==> src/rtl/instr_encoder.sv <==
// LEGv8 instruction encoder: packs symbolic R/D/CB/B instructions into words and streams them
// to the imem loader. Optional macro IMM_RANGE_CHECK_EN enables D/CB immediate range checking.
module instr_encoder #(
    parameter int unsigned ADDR_W    = 10,
    parameter int unsigned BASE_ADDR = 0,
    parameter int unsigned MAX_INSTR = 256
) (
    input  logic              clk_i,
    input  logic              reset_i,
    input  logic              in_valid_i,
    output logic              in_ready_o,
    input  logic [2:0]        in_op_i,
    input  logic [4:0]        in_rd_i,
    input  logic [4:0]        in_rn_i,
    input  logic [4:0]        in_rm_i,
    input  logic [25:0]       in_imm_i,
    input  logic              in_last_i,
    output logic              wr_valid_o,
    input  logic              wr_ready_i,
    output logic [ADDR_W-1:0] wr_addr_o,
    output logic [31:0]       wr_data_o,
    output logic [ADDR_W-1:0] count_o,
    output logic              done_o,
    output logic              err_range_o
);

    localparam logic [2:0] OpAdd  = 3'd0;
    localparam logic [2:0] OpSub  = 3'd1;
    localparam logic [2:0] OpAnd  = 3'd2;
    localparam logic [2:0] OpOrr  = 3'd3;
    localparam logic [2:0] OpLdur = 3'd4;
    localparam logic [2:0] OpStur = 3'd5;
    localparam logic [2:0] OpCbz  = 3'd6;
    localparam logic [2:0] OpB    = 3'd7;

    localparam logic [ADDR_W:0]   MaxCnt  = (ADDR_W + 1)'(MAX_INSTR);
    localparam logic [ADDR_W:0]   CntOne  = (ADDR_W + 1)'(1);
    localparam logic [ADDR_W-1:0] AddrInc = ADDR_W'(4);
    localparam logic [ADDR_W-1:0] BaseA   = ADDR_W'(BASE_ADDR);

    typedef enum logic [1:0] {StIdle, StHold, StDone} state_e;

    state_e             state_q, state_d;
    logic [ADDR_W-1:0]  addr_q, addr_d;
    logic [ADDR_W-1:0]  count_q, count_d;
    logic [31:0]        data_q, data_d;
    logic               last_q, last_d;
    logic               err_q, err_d;

    logic [31:0] enc;
    logic        range_err;
    logic        drain, cap_hit, accept;

    always_comb begin
        enc = '0;
        unique case (in_op_i)
            OpAdd:  enc = {11'b10001011000, in_rm_i, 6'b0, in_rn_i, in_rd_i};
            OpSub:  enc = {11'b11001011000, in_rm_i, 6'b0, in_rn_i, in_rd_i};
            OpAnd:  enc = {11'b10001010000, in_rm_i, 6'b0, in_rn_i, in_rd_i};
            OpOrr:  enc = {11'b10101010000, in_rm_i, 6'b0, in_rn_i, in_rd_i};
            OpLdur: enc = {11'b11111000010, in_imm_i[8:0], 2'b00, in_rn_i, in_rd_i};
            OpStur: enc = {11'b11111000000, in_imm_i[8:0], 2'b00, in_rn_i, in_rd_i};
            OpCbz:  enc = {8'b10110100, in_imm_i[18:0], in_rd_i};
            OpB:    enc = {6'b000101, in_imm_i};
        endcase
    end

`ifdef IMM_RANGE_CHECK_EN
    logic d_fits, cb_fits;
    // Sign-fit: all bits above the field's sign bit must equal it.
    assign d_fits  = (&in_imm_i[25:8])  | ~(|in_imm_i[25:8]);
    assign cb_fits = (&in_imm_i[25:18]) | ~(|in_imm_i[25:18]);
    always_comb begin
        range_err = 1'b0;
        if (in_op_i == OpLdur || in_op_i == OpStur) begin
            range_err = ~d_fits;
        end else if (in_op_i == OpCbz) begin
            range_err = ~cb_fits;
        end
    end
`else
    assign range_err = 1'b0;
`endif

    assign drain   = (state_q == StHold) && wr_ready_i;
    assign cap_hit = (({1'b0, count_q} + CntOne) == MaxCnt);

    // A draining word that ends the program must not let a follower slip in and be lost.
    always_comb begin
        in_ready_o = 1'b0;
        unique case (state_q)
            StIdle:  in_ready_o = 1'b1;
            StHold:  in_ready_o = wr_ready_i && !(last_q || cap_hit);
            StDone:  in_ready_o = 1'b0;
            default: in_ready_o = 1'b0;
        endcase
    end

    assign accept = in_valid_i && in_ready_o;

    always_comb begin
        state_d = state_q;
        addr_d  = addr_q;
        count_d = count_q;
        data_d  = data_q;
        last_d  = last_q;
        err_d   = err_q;
        if (drain) begin
            count_d = count_q + ADDR_W'(1);
            addr_d  = addr_q + AddrInc;
            state_d = (last_q || cap_hit) ? StDone : StIdle;
        end
        if (accept) begin
            if (range_err) begin
                err_d = 1'b1;
                if (in_last_i) begin
                    state_d = StDone;
                end
            end else begin
                state_d = StHold;
                data_d  = enc;
                last_d  = in_last_i;
            end
        end
    end

    always_ff @(posedge clk_i) begin
        if (reset_i) begin
            state_q <= StIdle;
            addr_q  <= BaseA;
            count_q <= '0;
            data_q  <= '0;
            last_q  <= 1'b0;
            err_q   <= 1'b0;
        end else begin
            state_q <= state_d;
            addr_q  <= addr_d;
            count_q <= count_d;
            data_q  <= data_d;
            last_q  <= last_d;
            err_q   <= err_d;
        end
    end

    assign wr_valid_o  = (state_q == StHold);
    assign wr_addr_o   = addr_q;
    assign wr_data_o   = data_q;
    assign count_o     = count_q;
    assign done_o      = (state_q == StDone);
    assign err_range_o = err_q;

endmodule

==> config.mk <==
export PLATFORM = sky130hd
export DESIGN_NAME = instr_encoder
export DESIGN_NICKNAME = d
export VERILOG_FILES = /design/src/rtl/instr_encoder.sv
export SDC_FILE = /design/constraint.sdc
export NUM_CORES = 1
export LEC_CHECK = 0
export ABC_AREA = 1
export CAP_MARGIN = 20
export CORE_UTILIZATION = 30
export DETAILED_ROUTE_END_ITERATION = 8
export SYNTH_ARGS = -nofsm -noshare
export SYNTH_HDL_FRONTEND = slang
export SYNTH_SLANG_ARGS = --single-unit
==> constraint.sdc <==
create_clock -name clk_i -period 1.94 [get_ports clk_i]
set_input_delay 0.388 -clock clk_i [delete_from_list [all_inputs] [get_ports clk_i]]
set_output_delay 0.388 -clock clk_i [all_outputs]
set_load 0.02 [all_outputs]
==> tab_implementation.tex, run 1 <==
\begin{tabular}{lr}
\hline
Metric & Value \\
\hline
\multicolumn{2}{l}{\textbf{Detailed routing}} \\
\quad Average detailed-routed wire length per instance & 13.4 microns \\
\quad Number of vias in the routed layout & approximately 3500 \\
\quad Post-detailed-route DRC marker count & 0 \\
\quad Number of search-and-repair iterations in the first detailed-routing pass & 5 \\
\quad DR vias/cell & $\sim$4.7 \\
\quad Count of routing violations after the opening detailed-route iteration & 153 \\
\quad Routed wire length & 9870 microns \\
\quad Post-route ant nets & 0 \\
\multicolumn{2}{l}{\textbf{Final layout}} \\
\quad Post-layout nets & 660 \\
\quad Antenna diode instance count & 0 \\
\quad Filler Cell Count & 925 \\
\quad Synth-to-layout area growth & 66.6\% \\
\quad Share of layout cells above drive strength 1 & between 10\% and 20\% \\
\quad Finished Cell Area & 0.00483 sq mm \\
\multicolumn{2}{l}{\textbf{Critical path}} \\
\quad CP arrival & 1790 ps \\
\quad Required time reported for the critical path endpoint & between 1500 and 2000 ps \\
\quad Worst Setup Path Type & reg2out \\
\quad Maximum fanout count along the critical path & 4 \\
\quad Crit path capture type & output pin \\
\quad Startpoint kind of the worst setup timing path & flip-flop \\
\multicolumn{2}{l}{\textbf{GRT}} \\
\quad Wire length of the first global-routing pass & around 16000 microns \\
\quad Global-route congestion overflow total & 0 \\
\quad Number of antenna violations at the first check in global routing & 0 \\
\quad Maximum number of pins on one net before global-route repair & 31 \\
\quad Overall Global Routing Usage & approximately a fifth \\
\quad Number of global-route vias before repair & 3336 \\
\multicolumn{2}{l}{\textbf{Floorplanning}} \\
\quad Area inside the core boundary & 0.00928 sq mm \\
\quad Overall die width & 100 microns \\
\quad Die area & 0.0101 sq mm \\
\quad Ports placed on the boundary & 105 \\
\quad Initial cell density of the core & a little under a third \\
\quad Die Height & 100 microns \\
\quad Core Rows & 35 \\
\multicolumn{2}{l}{\textbf{Worst hold path}} \\
\quad Worst hold path class & reg2reg \\
\multicolumn{2}{l}{\textbf{Clock network}} \\
\quad Number of clock buffers inserted by TritonCTS & 5 \\
\quad Clock insertion delay at the later pin of the skew report & $\sim$310 ps \\
\quad CTS tree & yes \\
\quad Clock-pin transition on the worst setup and hold timing paths & approximately 100 ps \\
\quad Max clock buf depth & 2 \\
\quad Total clock sinks & 53 \\
\quad Clk Tree Root Cell & clkbuf\_8 \\
\quad Number of hold buffers added after cts & 0 \\
\quad H-tree depth & 2 \\
\multicolumn{2}{l}{\textbf{Power}} \\
\quad Internal power & 1.93 mW \\
\quad Total power density per cell area & 593 mW/mm\^{}2 \\
\quad Leakage power & 2.25 nW \\
\quad Max VDD drop & 0.314 mV \\
\quad Reg power frac & a little over two fifths \\
\quad Clock network power share & 22.8\% \\
\quad Logic gate share of total power & 34.6\% \\
\quad Net switching power & 941 uW \\
\quad Switching Share & 32.8\% \\
\multicolumn{2}{l}{\textbf{Synth}} \\
\quad Top FF cell, synth & dfxtp\_1 \\
\quad Synthesized instance count & 450 \\
\quad Area share of the largest cell type after synthesis & between 30 and 40\% \\
\quad Distinct cell type count of the synthesized netlist & 34 \\
\quad Top-count cell post-synth & nand2\_1 \\
\quad Post-synthesis instance area & 0.00290 sq mm \\
\quad Synth warn & 0 \\
\quad Post-synthesis sequential element count & 53 \\
\quad Main area contributors after synthesis & dfxtp\_1, nand2\_1, inv\_1 \\
\quad Synth cell count leaders & nand2\_1, inv\_1, dfxtp\_1 \\
\quad Library cell with the largest summed area after synthesis & dfxtp\_1 \\
\quad EDFF count, synth & 0 \\
\quad Proportion of register bits with asynchronous set or reset after synthesis & 0\% \\
\quad Synthesized area per cell & 6.45 sq um \\
\quad Sequential share of the synthesized area & 36.6\% \\
\multicolumn{2}{l}{\textbf{Timing}} \\
\quad Setup TNS & -3660 ps \\
\quad Fmax & approximately 460 MHz \\
\quad Post-layout worst setup margin & -234 ps \\
\quad Hold\_ws & 472 ps \\
\quad Final cycle utilization of the critical path & 112\% \\
\quad Count of endpoints failing hold in the final timing report & 0 \\
\quad Final setup violating endpoints & 37 \\
\quad Clock period minus worst slack & 2170 ps \\
\quad Final clock skew & $\sim$17 ps \\
\quad Slew Limit Fails & 0 \\
\quad Unrepaired setup endpoints after global routing & true \\
\multicolumn{2}{l}{\textbf{Place}} \\
\quad DPL Wire Length & 7170 microns \\
\quad Port buffer count & 101 \\
\quad Post-placement cell area & around 0.0043 sq mm \\
\quad RD Place Congestion & 0.908 \\
\multicolumn{2}{l}{\textbf{Run status}} \\
\quad Run status & complete, but fails checks \\
\quad Failing checks & setup timing \\
\multicolumn{2}{l}{\textbf{Run}} \\
\quad Number of violations of the max-capacitance limit & 0 \\
\hline
\end{tabular}
final timing paths:
path / from / endpoint / slack, ps / depth (start not counted)
hold / removal: wr_data_o[11] / wr_data_o[11] / 470 / 2
setup reg to reg: count_o[1] / wr_data_o[15] / -150 / 17
hold reg to reg: wr_data_o[11] / wr_data_o[11] / 470 / 2
setup / recovery: count_o[1] / in_ready_o / -230 / 11
layout by cell type (no fill, tap or decap), types with 3 or more instances in the layout:
| cell | synthesis | final |
|---|---|---|
| nand2_1 | 112 | 103 |
| o22ai_1 | 9 | 9 |
| a22oi_1 | 5 | 5 |
| o211ai_1 | 4 | 4 |
| clkdlybuf4s50_1 | 0 | 99 |
| clkbuf_8 | 0 | 5 |
| buf_4 | 5 | 50 |
| inv_1 | 80 | 79 |
| o21bai_1 | 3 | 3 |
| conb_1 | 1 | 3 |
| nor3_1 | 4 | 4 |
| nor2_4 | 0 | 3 |
| dfxtp_4 | 0 | 3 |
| nor2_2 | 3 | 6 |
| nand2_2 | 2 | 10 |
| o21ai_0 | 19 | 18 |
| nor2_1 | 49 | 43 |
| a21oi_1 | 28 | 26 |
| dfxtp_2 | 0 | 3 |
| nand3_1 | 18 | 16 |
| dfxtp_1 | 53 | 47 |
| nand4_1 | 19 | 19 |
| buf_6 | 3 | 20 |
| a221oi_1 | 4 | 4 |
power by group through the flow:
stage                     Combinational [mW]  Clock [mW]  Sequential, mW
after floorplan                        0.369           0            1.33
after global placement                 0.857           0            1.24
after detailed placement               0.867           0            1.25
after CTS                              0.967       0.679            1.22
after global routing                    1.08       0.716            1.23
final                                  0.992       0.655            1.22
repair_timing:
| action | in CTS | in global routing |
|---|---|---|
| gates resized for setup | 42 | 27 |
| pin swaps | 12 | 9 |
| setup buffers | 23 | 7 |
| endpoints found under the setup margin | 37 | 38 |
| cloned | 1 | 0 |
final cells by class:
cell class / count / area [sq um] / area share (%)
clock buffer: 5 / 68.8 / 1.42
timing repair buffer: 174 / 1680 / 34.8
sequential: 53 / 1080 / 22.3
multi-input combinational: 295 / 1520 / 31.5
tap: 129 / 161 / 3.34
clock inverter: 3 / 21.3 / 0.440
inverter: 80 / 300 / 6.21
state kept, by name, summed over array words and instances (netlist names):
register and flops:
last_q 1, wr_addr_o 8, count_o 10, wr_data_o 32, state_q 2
worst max-delay path, stage by stage (launching register included):
cell and delay (ps):
dfxtp_4 390, ha_4 150, nand2_4 70, inv_2 80
nand2_2 70, o21bai_1 140, nand2_1 110, nor2_2 140
nand2_1 70, nand2_2 90, a21boi_4 60, buf_6 120
stage by stage:
step	utilization, %	power, mW	instances	setup slack (ps)
detailed placement	46.7	2.11	706	-352
global route	52.1	3.02	739	-318
floorplan	-	1.70	452	14.0
finish	52.1	2.87	739	-234
global placement	46.7	2.10	706	-301
CTS	51.1	2.87	738	-132
metal layers:
| metal | part of all wire, % | track usage [%] | vias to the layer above |
|---|---|---|---|
| met5 | 0 | 0 | - |
| met2 | 49 | 34.7 | 137 |
| met3 | 7.4 | 5.29 | 14 |
| li1 | - | - | 1741 |
| met4 | 1.7 | 6.35 | 0 |
| met1 | 42 | 22.4 | 1559 |
logic make-up (layout without fill, tap and decap cells):
logic type	count (synthesis)	count (layout)	synth area share [%]
AND/OR/NAND/NOR	210	210	31.0
buffers and inverters	104	262	15.0
AO/OA/AOI/OAI	79	79	16.1
adder cells (fa/ha/maj)	2	2	0.862
XOR/XNOR	1	1	0.302
flip-flops	53	53	36.6
other	1	3	0.129
Note: power is estimated with default switching activity, not from simulation.
==> run 2, diff against run 1 <==
--- a/config.mk
+++ b/config.mk
@@ -9,6 +9,8 @@
 export CAP_MARGIN = 20
 export CORE_UTILIZATION = 30
 export DETAILED_ROUTE_END_ITERATION = 8
+export GPL_ROUTABILITY_DRIVEN = 0
+export SKIP_LAST_GASP = 1
 export SYNTH_ARGS = -nofsm -noshare
 export SYNTH_HDL_FRONTEND = slang
 export SYNTH_SLANG_ARGS = --single-unit
==> run 2 against run 1 <==
Against the previous run:
- the run still ends with setup timing left
- fmax grew 4.0%
- utilization shrank 1.1 points
- flip-flop and latch count is the same
- first-iteration DRC count shrank 38%
- critical endpoint unchanged
- largest power group unchanged
==> tab_implementation.tex, run 2 (synthesis gave the netlist of run 1 again) <==
\begin{tabular}{lr}
\hline
Metric & Value \\
\hline
\multicolumn{2}{l}{\textbf{Detailed routing}} \\
\quad Number of search-and-repair iterations in the first detailed-routing pass & 4 (was 5) \\
\quad Post-detailed-route DRC marker count & 0 (unchanged) \\
\quad Count of routing violations after the opening detailed-route iteration & 95 (was 153) \\
\quad DR vias/cell & 4.68 (was 4.67) \\
\quad Number of vias in the routed layout & 3397 (was 3451) \\
\quad Post-route ant nets & 0 (unchanged) \\
\quad Average detailed-routed wire length per instance & 13.3 microns (was 13.4 microns) \\
\quad Routed wire length & 9680 microns (was 9870 microns) \\
\multicolumn{2}{l}{\textbf{Critical path}} \\
\quad Worst stage delay on the critical path & 390 ps (about the same) \\
\quad Crit path capture type & output pin (unchanged) \\
\quad CP arrival & 1700 ps (was 1790 ps) \\
\quad Crit-path slowest cell & dfxtp\_4 (unchanged) \\
\quad Crit path max-delay family & simple AND/OR/NAND/NOR gates (unchanged) \\
\quad CP dominant cell by count & nand2\_1 \\
\quad Worst Setup Path Type & reg2out (unchanged) \\
\quad Startpoint kind of the worst setup timing path & flip-flop (unchanged) \\
\quad Maximum fanout count along the critical path & 4 (unchanged) \\
\quad Critical path buffers and inverters & 1 (was 2) \\
\quad Required time reported for the critical path endpoint & 1550 ps (about the same) \\
\quad Crit path cell chain & ha\_4, nand2\_4, nor2\_2, nand2\_1, nand2\_1, nand3\_1, nor2\_1, nand2\_1, nand2\_2, a21boi\_4, buf\_6 (was ha\_4, nand2\_4, inv\_2, nand2\_2, o21bai\_1, nand2\_1, nor2\_2, nand2\_1, nand2\_2, a21boi\_4, buf\_6) \\
\multicolumn{2}{l}{\textbf{Run}} \\
\quad Number of violations of the max-capacitance limit & 0 (unchanged) \\
\multicolumn{2}{l}{\textbf{Final layout}} \\
\quad Most frequent standard cell in the layout excluding fill and tap cells & nand2\_1 (unchanged) \\
\quad Most frequent cells in the layout & nand2\_1, clkdlybuf4s50\_1, inv\_1 (unchanged) \\
\quad Synth-to-layout area growth & 63.2\% (was 66.6\%) \\
\quad Antenna diode instance count & 0 (unchanged) \\
\quad Share of layout cells above drive strength 1 & 16.4\% (was 19.5\%) \\
\quad Finished Cell Area & 0.00473 sq mm (was 0.00483 sq mm) \\
\quad Post-layout nets & 647 (was 660) \\
\quad Flip-flop count of the largest register, all copies and words added & 32 (unchanged) \\
\multicolumn{2}{l}{\textbf{Floorplanning}} \\
\quad Die area & 0.0101 sq mm (unchanged) \\
\quad Ports placed on the boundary & 105 (unchanged) \\
\quad Core Rows & 35 (unchanged) \\
\quad Die Height & 100 microns (unchanged) \\
\quad Overall die width & 100 microns (unchanged) \\
\quad Initial cell density of the core & 31.3\% (unchanged) \\
\quad Area inside the core boundary & 0.00928 sq mm (unchanged) \\
\multicolumn{2}{l}{\textbf{Timing}} \\
\quad Unrepaired setup endpoints after global routing & true (unchanged) \\
\quad Final clock skew & 12.7 ps (was 17.4 ps) \\
\quad Post-layout worst setup margin & -149 ps (was -234 ps) \\
\quad Count of endpoints failing hold in the final timing report & 0 (unchanged) \\
\quad Final cycle utilization of the critical path & 108\% (was 112\%) \\
\quad Hold\_ws & 473 ps (was 472 ps) \\
\quad Final setup violating endpoints & 36 (was 37) \\
\quad Fmax & 479 MHz (was 460 MHz) \\
\quad Slew Limit Fails & 0 (unchanged) \\
\quad Clock period minus worst slack & 2090 ps (was 2170 ps) \\
\multicolumn{2}{l}{\textbf{GRT}} \\
\quad Overall Global Routing Usage & 18.6\% (was 19.5\%) \\
\quad Number of global-route vias before repair & 3210 (was 3336) \\
\quad Number of antenna violations at the first check in global routing & 0 (unchanged) \\
\quad Wire length of the first global-routing pass & 14900 microns (was 15500 microns) \\
\quad Global-route congestion overflow total & 0 (unchanged) \\
\quad Maximum number of pins on one net before global-route repair & 31 (unchanged) \\
\multicolumn{2}{l}{\textbf{Run status}} \\
\quad Run status & complete, but fails checks (unchanged) \\
\quad Failing checks & setup timing (unchanged) \\
\multicolumn{2}{l}{\textbf{Clock network}} \\
\quad Max clock buf depth & 2 (unchanged) \\
\quad H-tree depth & 2 (unchanged) \\
\quad Clock-pin transition on the worst setup and hold timing paths & 90 ps (was 100 ps) \\
\quad Number of clock buffers inserted by TritonCTS & 5 (unchanged) \\
\quad CTS tree & yes (unchanged) \\
\quad Total clock sinks & 53 (unchanged) \\
\quad Clk Tree Root Cell & clkbuf\_8 (unchanged) \\
\quad Number of hold buffers added after cts & 0 (unchanged) \\
\quad Clock insertion delay at the later pin of the skew report & 300 ps (was 310 ps) \\
\multicolumn{2}{l}{\textbf{Place}} \\
\quad Post-placement cell area & 0.00433 sq mm (was 0.00434 sq mm) \\
\quad DPL Wire Length & 7160 microns (was 7170 microns) \\
\quad Port buffer count & 101 (unchanged) \\
\multicolumn{2}{l}{\textbf{Worst hold path}} \\
\quad Worst hold path class & reg2reg (unchanged) \\
\multicolumn{2}{l}{\textbf{Power}} \\
\quad Leakage power & 2.19 nW (was 2.25 nW) \\
\quad Total power density per cell area & 626 mW/mm\^{}2 (was 593 mW/mm\^{}2) \\
\quad Max VDD drop & 0.313 mV (was 0.314 mV) \\
\hline
\end{tabular}
run 2: cell types whose count changed in the layout (fill, tap and decap cells not counted), sizes merged:
cell	previous run	this run
clkbuf	5	9
bufinv	0	1
buf	74	57
nand3	19	21
inv	81	80
clkinvlp	1	0
clkinv	1	0
run 2: power breakdown:
part	switching (mW)	internal (mW)	leakage, nW
registers	0.0531	1.17	0.438
logic	0.488	0.473	1.69
clock network	0.358	0.421	0.0585
total	0.900	2.06	2.19
run 2: area by class of cell:
class / count / area (sq um)
Inverter: 80 / 303
Fill cell: 955 / 4550
Timing Repair Buffer: 159 / 1540
Sequential cell: 53 / 1070
Tap cell: 129 / 161
Clock inverter: 1 / 30.0
Clock buffer: 7 / 86.3
Multi-Input combinational cell: 297 / 1540
run 2: final timing paths:
kind,start,end,slack [ps],cells past startpoint
worst max-delay path,count_o[1],in_ready_o,-150,11
worst min-delay path,wr_data_o[29],wr_data_o[29],470,2
worst max register to register,count_o[1],wr_data_o[14],-110,17
worst min register to register,wr_data_o[29],wr_data_o[29],470,2
run 2: per-layer routing:
| layer | part of all wire [%] | routed length [microns] | track usage (%) |
|---|---|---|---|
| met1 | 43 | 4200 | 22.5 |
| met2 | 48 | 4640 | 32.8 |
| met3 | 6.5 | 630 | 4.25 |
| met4 | 2.2 | 215 | 5.69 |
| met5 | 0 | 0 | 0 |
run 2: per-stage QoR:
| stage | std cells | power (mW) | TNS (ps) | util (%) | setup slack, ps |
|---|---|---|---|---|---|
| 5_1_grt | 726 | 3.13 | -8260 | 51.0 | -283 |
| 3_5_place_dp | 704 | 2.11 | -4500 | 46.7 | -320 |
| 6_report | 726 | 2.96 | -2650 | 51.0 | -149 |
| 3_3_place_gp | 704 | 2.10 | -2750 | 46.7 | -302 |
| 2_1_floorplan | 452 | 1.70 | 0 | - | 14.0 |
| 4_1_cts | 715 | 2.92 | -143 | 48.8 | -124 |
run 2: repair_timing:
| action | in CTS | in global routing |
|---|---|---|
| gates cloned | 0 | 6 |
| pin swaps | 6 | 9 |
| gates resized for setup | 27 | 20 |
| setup buffers | 3 | 5 |
| setup endpoints to repair | 35 | 36 |
run 2: worst reg2reg max path: stages, from the launching register on:
cell and delay [ps]:
dfxtp_4 390, ha_4 160, nand2_4 70, nor2_2 130, nand2_1 60, nand2_1 70
nand3_1 70, nor2_1 120, nand2_1 70, nand2_2 90, buf_4 120, buf_6 110
nand2_8 70, buf_4 150, nand3_4 90, nor2_4 60, nand2_1 90, nand2_1 50
==> run 3, diff against run 2 <==
--- a/config.mk
+++ b/config.mk
@@ -10,7 +10,6 @@
 export CORE_UTILIZATION = 30
 export DETAILED_ROUTE_END_ITERATION = 8
 export GPL_ROUTABILITY_DRIVEN = 0
-export SKIP_LAST_GASP = 1
 export SYNTH_ARGS = -nofsm -noshare
 export SYNTH_HDL_FRONTEND = slang
 export SYNTH_SLANG_ARGS = --single-unit
==> run 3 against run 2 <==
Against the previous run:
- highest routed layer unchanged
- the flow still finishes with violations (setup timing)
- final cell count fell by 0.28%
- sequential share of layout area increased by 0.084 points
- wire length decreased by 0.95%
- non-clock buffer count decreased by 2
- clock skew increased by 1.0 ps
- critical endpoint unchanged
- via count decreased by 0.53%
- largest cell class unchanged
- final area fell by 0.37%
- utilization down 0.19 points
- largest power group unchanged
- combinational power is 0.9% lower
==> tab_implementation.tex, run 3 (synthesis gave the netlist of run 1 again) <==
\begin{tabular}{lr}
\hline
Metric & Value \\
\hline
\multicolumn{2}{l}{\textbf{Power}} \\
\quad Net switching power & 896 uW (was 900 uW) \\
\quad Switching Share & 30.3\% (was 30.4\%) \\
\quad Logic gate share of total power & 32.3\% (was 32.5\%) \\
\quad Final total power & 2.95 mW (was 2.96 mW) \\
\quad Reg power frac & 41.3\% (was 41.2\%) \\
\quad Internal power & 2.06 mW (about the same) \\
\quad Max VDD drop & 0.313 mV (about the same) \\
\quad Leakage power & 2.21 nW (was 2.19 nW) \\
\quad Total power density per cell area & 626 mW/mm\^{}2 (about the same) \\
\quad Clock network power share & 26.4\% (was 26.3\%) \\
\multicolumn{2}{l}{\textbf{Detailed routing}} \\
\quad DR vias/cell & 4.67 (was 4.68) \\
\quad Met2 routed WL & 4670 microns (was 4640 microns) \\
\quad DRT met1 WL & 4140 microns (was 4200 microns) \\
\quad Number of search-and-repair iterations in the first detailed-routing pass & 4 (unchanged) \\
\quad Average detailed-routed wire length per instance & 13.2 microns (was 13.3 microns) \\
\quad Count of routing violations after the opening detailed-route iteration & 125 (was 95) \\
\quad Met3 layer wire length in the routed design & 577 microns (was 630 microns) \\
\quad Number of vias in the routed layout & 3379 (was 3397) \\
\quad Routed wire length & 9590 microns (was 9680 microns) \\
\quad Post-detailed-route DRC marker count & 0 (unchanged) \\
\quad Post-route ant nets & 0 (unchanged) \\
\quad Uppermost routed layer & met4 (unchanged) \\
\multicolumn{2}{l}{\textbf{Clock network}} \\
\quad Clk Tree Root Cell & clkbuf\_8 (unchanged) \\
\quad H-tree depth & 2 (unchanged) \\
\quad Clock-pin transition on the worst setup and hold timing paths & 90 ps (about the same) \\
\quad Total clock sinks & 53 (unchanged) \\
\quad CTS tree & yes (unchanged) \\
\quad Max clock buf depth & 2 (unchanged) \\
\quad Number of hold buffers added after cts & 0 (unchanged) \\
\quad Number of clock buffers inserted by TritonCTS & 5 (unchanged) \\
\quad Clock insertion delay at the later pin of the skew report & 310 ps (was 300 ps) \\
\multicolumn{2}{l}{\textbf{GRT}} \\
\quad Number of global-route vias before repair & 3214 (was 3210) \\
\quad Global-route congestion overflow total & 0 (unchanged) \\
\quad Maximum number of pins on one net before global-route repair & 31 (unchanged) \\
\quad Number of antenna violations at the first check in global routing & 0 (unchanged) \\
\quad Wire length of the first global-routing pass & 15000 microns (was 14900 microns) \\
\quad Overall Global Routing Usage & 18.6\% (about the same) \\
\multicolumn{2}{l}{\textbf{Place}} \\
\quad Port buffer count & 101 (unchanged) \\
\quad Worst setup slack after placement & -320 ps (unchanged) \\
\quad DPL Wire Length & 7160 microns (unchanged) \\
\quad Number of cells after detailed placement & 704 (unchanged) \\
\multicolumn{2}{l}{\textbf{Floorplanning}} \\
\quad Initial cell density of the core & 31.3\% (unchanged) \\
\quad Ports placed on the boundary & 105 (unchanged) \\
\quad Die area & 0.0101 sq mm (unchanged) \\
\quad Overall die width & 100 microns (unchanged) \\
\quad Die Height & 100 microns (unchanged) \\
\quad Area inside the core boundary & 0.00928 sq mm (unchanged) \\
\quad Core Rows & 35 (unchanged) \\
\multicolumn{2}{l}{\textbf{Critical path}} \\
\quad Launch point of the worst reg-to-reg path & count\_o[1] (unchanged) \\
\quad Worst Setup Path Type & reg2out (unchanged) \\
\quad Crit path capture type & output pin (unchanged) \\
\quad CP arrival & 1700 ps (about the same) \\
\quad CP dominant cell by count & nand2\_1 (unchanged) \\
\quad Worst reg-to-reg setup slack & -50 ps (was -110 ps) \\
\quad Maximum fanout count along the critical path & 4 (unchanged) \\
\quad Crit path cell chain & ha\_4, nand2\_4, inv\_4, nand2\_2, nand2\_1, nand2\_1, nand3\_1, nor2\_1, nand2\_1, nand2\_2, a21boi\_4, buf\_6 (was ha\_4, nand2\_4, nor2\_2, nand2\_1, nand2\_1, nand3\_1, nor2\_1, nand2\_1, nand2\_2, a21boi\_4, buf\_6) \\
\quad Startpoint kind of the worst setup timing path & flip-flop (unchanged) \\
\quad R2r endpoint & wr\_data\_o[3] (was wr\_data\_o[14]) \\
\quad Required time reported for the critical path endpoint & 1550 ps (about the same) \\
\quad R2r worst-path depth & 16 (was 17) \\
\quad Crit-path slowest cell & dfxtp\_4 (unchanged) \\
\quad Worst stage delay on the critical path & 370 ps (was 390 ps) \\
\multicolumn{2}{l}{\textbf{Run}} \\
\quad Number of violations of the max-capacitance limit & 0 (unchanged) \\
\multicolumn{2}{l}{\textbf{Timing}} \\
\quad Final setup violating endpoints & 26 (was 36) \\
\quad Final clock skew & 13.7 ps (was 12.7 ps) \\
\quad Slew Limit Fails & 0 (unchanged) \\
\quad Final cycle utilization of the critical path & 107\% (was 108\%) \\
\quad Unrepaired setup endpoints after global routing & true (unchanged) \\
\quad Hold\_ws & 473 ps (about the same) \\
\quad Fmax & 480 MHz (was 479 MHz) \\
\quad Post-layout worst setup margin & -145 ps (was -149 ps) \\
\quad Count of endpoints failing hold in the final timing report & 0 (unchanged) \\
\quad Clock period minus worst slack & 2090 ps (about the same) \\
\multicolumn{2}{l}{\textbf{Final layout}} \\
\quad Synth-to-layout area growth & 62.6\% (was 63.2\%) \\
\quad Non-filler cells, final & 724 (was 726) \\
\quad Share of layout cells above drive strength 1 & 16.0\% (was 16.4\%) \\
\quad Core Util, Final & 50.8\% (was 51.0\%) \\
\quad Filler Cell Count & 955 (unchanged) \\
\quad Most frequent standard cell in the layout excluding fill and tap cells & nand2\_1 (unchanged) \\
\quad Antenna diode instance count & 0 (unchanged) \\
\quad Flip-flop count of the largest register, all copies and words added & 32 (unchanged) \\
\quad Most frequent cells in the layout & nand2\_1, clkdlybuf4s50\_1, inv\_1 (unchanged) \\
\quad Post-layout nets & 645 (was 647) \\
\quad Multi-input logic area & 0.00153 sq mm (was 0.00154 sq mm) \\
\quad Area used by sequential logic in the layout & 0.00107 sq mm (unchanged) \\
\multicolumn{2}{l}{\textbf{Worst hold path}} \\
\quad Hold path start & wr\_data\_o[29] (unchanged) \\
\quad Worst hold path class & reg2reg (unchanged) \\
\quad Cell count of the worst hold path & 2 (unchanged) \\
\quad End of the worst hold path & wr\_data\_o[29] (unchanged) \\
\multicolumn{2}{l}{\textbf{Run status}} \\
\quad Failing checks & setup timing (unchanged) \\
\quad Run status & complete, but fails checks (unchanged) \\
\hline
\end{tabular}
[run 3: changes by cell type in the layout (fill, tap and decap cells not counted), sizes merged]
cell | previous run | this run
buf | 57 | 55
clkdlybuf4s50 | 99 | 98
dlymetal6s2s | 0 | 1
[run 3: power by group through the flow]
stage | logic [mW] | registers (mW) | clock network, mW
after CTS | 0.889 | 1.22 | 0.813
after global placement | 0.858 | 1.24 | 0
after floorplan | 0.369 | 1.33 | 0
final | 0.953 | 1.22 | 0.781
after detailed placement | 0.868 | 1.24 | 0
after global routing | 1.04 | 1.23 | 0.848
[run 3: metrics by stage]
stage / setup TNS, ps / cell area, sq um
2_1_floorplan: 0 / 2940
3_3_place_gp: -2750 / 4330
3_5_place_dp: -4500 / 4330
4_1_cts: -137 / 4540
5_1_grt: -6550 / 4720
6_report: -674 / 4720
[run 3: cell type report]
class	count	share of cell area, %
inverters	80	6.42
flip-flops and latches	53	22.8
well taps	129	3.42
clock inverters	1	0.637
repair buffers	157	32.4
clock buffers	7	1.83
multi-input cells	297	32.5
[run 3: worst max path at each step]
stage,startpoint,to,slack (ps),depth (start not counted)
global route,count_o[1],in_ready_o,-270,11
floorplan,state_q[0],in_ready_o,10,7
finish,count_o[1],in_ready_o,-150,12
CTS,count_o[1],in_ready_o,-120,12
detailed placement,wr_ready_i,in_ready_o,-320,5
global placement,wr_ready_i,in_ready_o,-300,5
[run 3: repair_timing]
action / 4_1_cts / 5_1_grt
pin swaps: 6 / 9
setup endpoints to repair: 35 / 36
cloned: 0 / 6
gates resized for setup: 28 / 19
setup buffers: 3 / 3
[run 3: worst max-delay path: cells and delay by family, from the launching register on]
family | cells | cell delay [ps]
compound gates | 1 | 50
fa+ha+maj | 1 | 170
buf+inv | 2 | 160
flops | 1 | 370
simple gates | 8 | 630
[run 3: layer usage]
metal | global-route usage, % | up-vias
met3 | 4.25 | 15
met5 | 0 | -
met2 | 32.8 | 122
met1 | 22.6 | 1520
li1 | - | 1722
met4 | 5.69 | 0
==> variant (flow settings as in run 1) <==
Change the parameter `ADDR_W` from 10 to 11.
--- a/src/rtl/instr_encoder.sv
+++ b/src/rtl/instr_encoder.sv
@@ -3,3 +3,3 @@
 module instr_encoder #(
-    parameter int unsigned ADDR_W    = 10,
+    parameter int unsigned ADDR_W    = 11,
     parameter int unsigned BASE_ADDR = 0,
Interface: changed (resized count_o and wr_addr_o); port bits go from 105 to 107. The function was not compared with the original's and may differ.
==> variant against run 1 <==
  * The run still ends with negative setup slack left
  * Wire length is 8.0% lower
  * Largest cell class unchanged
  * Fmax shrank 0.15%
  * Synthesized area grew 5.0%
  * Sequential share of layout area increased by 0.27 points
  * Sequential cell count is 2 higher
  * Sequential power is 3% higher
  * Combinational power is 2% lower
  * Critical path depth is the same
  * Worst setup slack lost 0.0034 ns
  * Critical path type unchanged
  * Power grew 5.0%
  * Cell area increased by 2.0%
==> variant: results (changes against run 1) <==
GRT Residual Overflow=0 (unchanged); HPWL reported at the end of detailed placement=6988 um (-2.5%); ratio of cells with drive above 1 in the final layout=16.88% (-2.6 points); number of different library cells in the post-synthesis netlist=35 (+2.9%); largest clock skew in the final design=0.01018 ns (-0.007199 ns); top area cells in the synthesized netlist=sky130_fd_sc_hd__dfxtp_1, sky130_fd_sc_hd__nand2_1, sky130_fd_sc_hd__inv_1; top cells by instance count after synthesis=sky130_fd_sc_hd__nand2_1, sky130_fd_sc_hd__inv_1, sky130_fd_sc_hd__nor2_1, sky130_fd_sc_hd__dfxtp_1, sky130_fd_sc_hd__a21oi_1; initial antenna violation count=0 (unchanged); first-pass iteration count of the detailed router=4 (-1); standard cell area after detailed placement=4574 sq um (+5.5%); net count of the finished layout=679 (+2.9%); largest net degree at the start of global routing=21 (-32%); total of buffers placed on input and output ports=103 (+2.0%); Max Root-Sink Buffers=2 (unchanged); number of buffers added by the clock tree synthesis step=5 (unchanged); share of synthesized area occupied by flip-flops and latches=36.12% (-0.44 points); source of the worst register-to-register timing path=count_o[0]; vias in the first global route=3128 (-6.2%); worst vdd rail ir drop=0.0003487 V (+11%); Worst Reg2Reg Path Length in Cells=15 (-2); Setup violations, final=36 (-2.7%); register-to-register setup slack=-0.18 ns (-0.03 ns); post-CTS clock slew at the launch and capture registers of the worst setup and hold paths=0.10 ns (about the same); worst reg2reg endpoint=wr_data_o[4]; launch instance of the worst min-delay path=wr_data_o[12]; Clock Root Buffer=sky130_fd_sc_hd__clkbuf_8; hold endpoint=wr_data_o[12]; result of the run=complete, but fails checks; global-route wire length before repair=14500 um (-6.5%); failing checks=negative setup slack; kind of path behind the tightest hold check=flip-flop to flip-flop; total negative slack=-4.745 ns (-1.085 ns); P_leak=2.301 nW (+2.2%); total internal power=2.095 mW (+8.8%); per-cell routed wire length=11.93 um (-11%); global-route usage over all layers=17.53% (-1.9 points); number of DRC violations after detailed-routing iteration 0=126 (-18%); setup slack of the critical path after layout=-0.2370 ns (-0.003353 ns); final weighted congestion in routability-driven placement=0.9729 (+7.1%); total of warnings raised by yosys=0 (unchanged); total number of vias=3422 (-0.84%); worst-path maximum fanout=5 (+1)
==> variant: repair_timing <==
action	4_1_cts	5_1_grt
cloned	1	1
setup buffers	4	5
gates resized for setup	22	11
endpoints found under the setup margin	37	38
pin swaps	8	7
==> variant: power by group through the flow <==
stage	logic [mW]	registers, mW	clock network [mW]
global placement	0.884	1.29	0
floorplan	0.372	1.38	0
detailed placement	0.892	1.29	0
finish	0.975	1.26	0.773
CTS	0.954	1.26	0.802
global route	1.07	1.28	0.847
==> variant: cells by family after synthesis <==
family                     synth area share (%)
AOI/OAI and AO/OA                         14.57
buffers and inverters                     14.98
DFF                                       36.12
other                                    0.1230
adders and majority gates                 1.232
and+or+nand+nor                           32.39
xor gates and xnor gates                 0.5748
==> variant: layer usage <==
layer  vias to the layer above  global-route usage, %  wire length [um]
met4                         0                  6.392               189
li1                       1794                      -                 -
met1                      1512                  22.25              4193
met2                       101                  29.23              4255
met3                        15                  3.797               439
met5                         -                      0                 0
==> variant: worst max-delay path by stage <==
stage | from | to | slack, ns | depth (start not counted)
2_1_floorplan | state_q[0] | in_ready_o | -0.03 | 7
3_3_place_gp | count_o[0] | in_ready_o | -0.36 | 13
3_5_place_dp | count_o[0] | in_ready_o | -0.42 | 9
4_1_cts | count_o[0] | in_ready_o | -0.22 | 11
5_1_grt | count_o[1] | in_ready_o | -0.37 | 12
6_report | count_o[0] | in_ready_o | -0.24 | 11
==> variant: per-stage QoR <==
| step | instances | total power, mW | worst slack [ns] | hold slack (ns) |
|---|---|---|---|---|
| final | 761 | 3.011 | -0.2370 | 0.4710 |
| after global routing | 761 | 3.189 | -0.3740 | 0.4962 |
| after CTS | 755 | 3.021 | -0.2231 | 0.4744 |
| after detailed placement | 742 | 2.181 | -0.4201 | 0.4577 |
| after global placement | 742 | 2.171 | -0.3565 | 0.4500 |
| after floorplan | 477 | 1.750 | -0.03477 | 0.5125 |
==> variant: worst max-delay path: stages, from the launching register on <==
cell	delay, ns
sky130_fd_sc_hd__dfxtp_4	0.38
sky130_fd_sc_hd__ha_4	0.15
sky130_fd_sc_hd__nand2_4	0.06
sky130_fd_sc_hd__nor2_4	0.19
sky130_fd_sc_hd__nand2_1	0.07
sky130_fd_sc_hd__nand2_1	0.06
sky130_fd_sc_hd__nand2_1	0.06
sky130_fd_sc_hd__nor2_1	0.10
sky130_fd_sc_hd__nand3_1	0.12
sky130_fd_sc_hd__nand2_2	0.11
sky130_fd_sc_hd__a21boi_4	0.06
sky130_fd_sc_hd__buf_6	0.13
==> variant: area by class of cell <==
class,instances,area (sq um)
fillers,1025,4888
repair buffers,168,1624
multi-input cells,312,1598
flip-flops and latches,55,1111
inverters,85,319.1
well taps,133,166.4
clock buffers,5,68.82
clock inverters,3,43.79
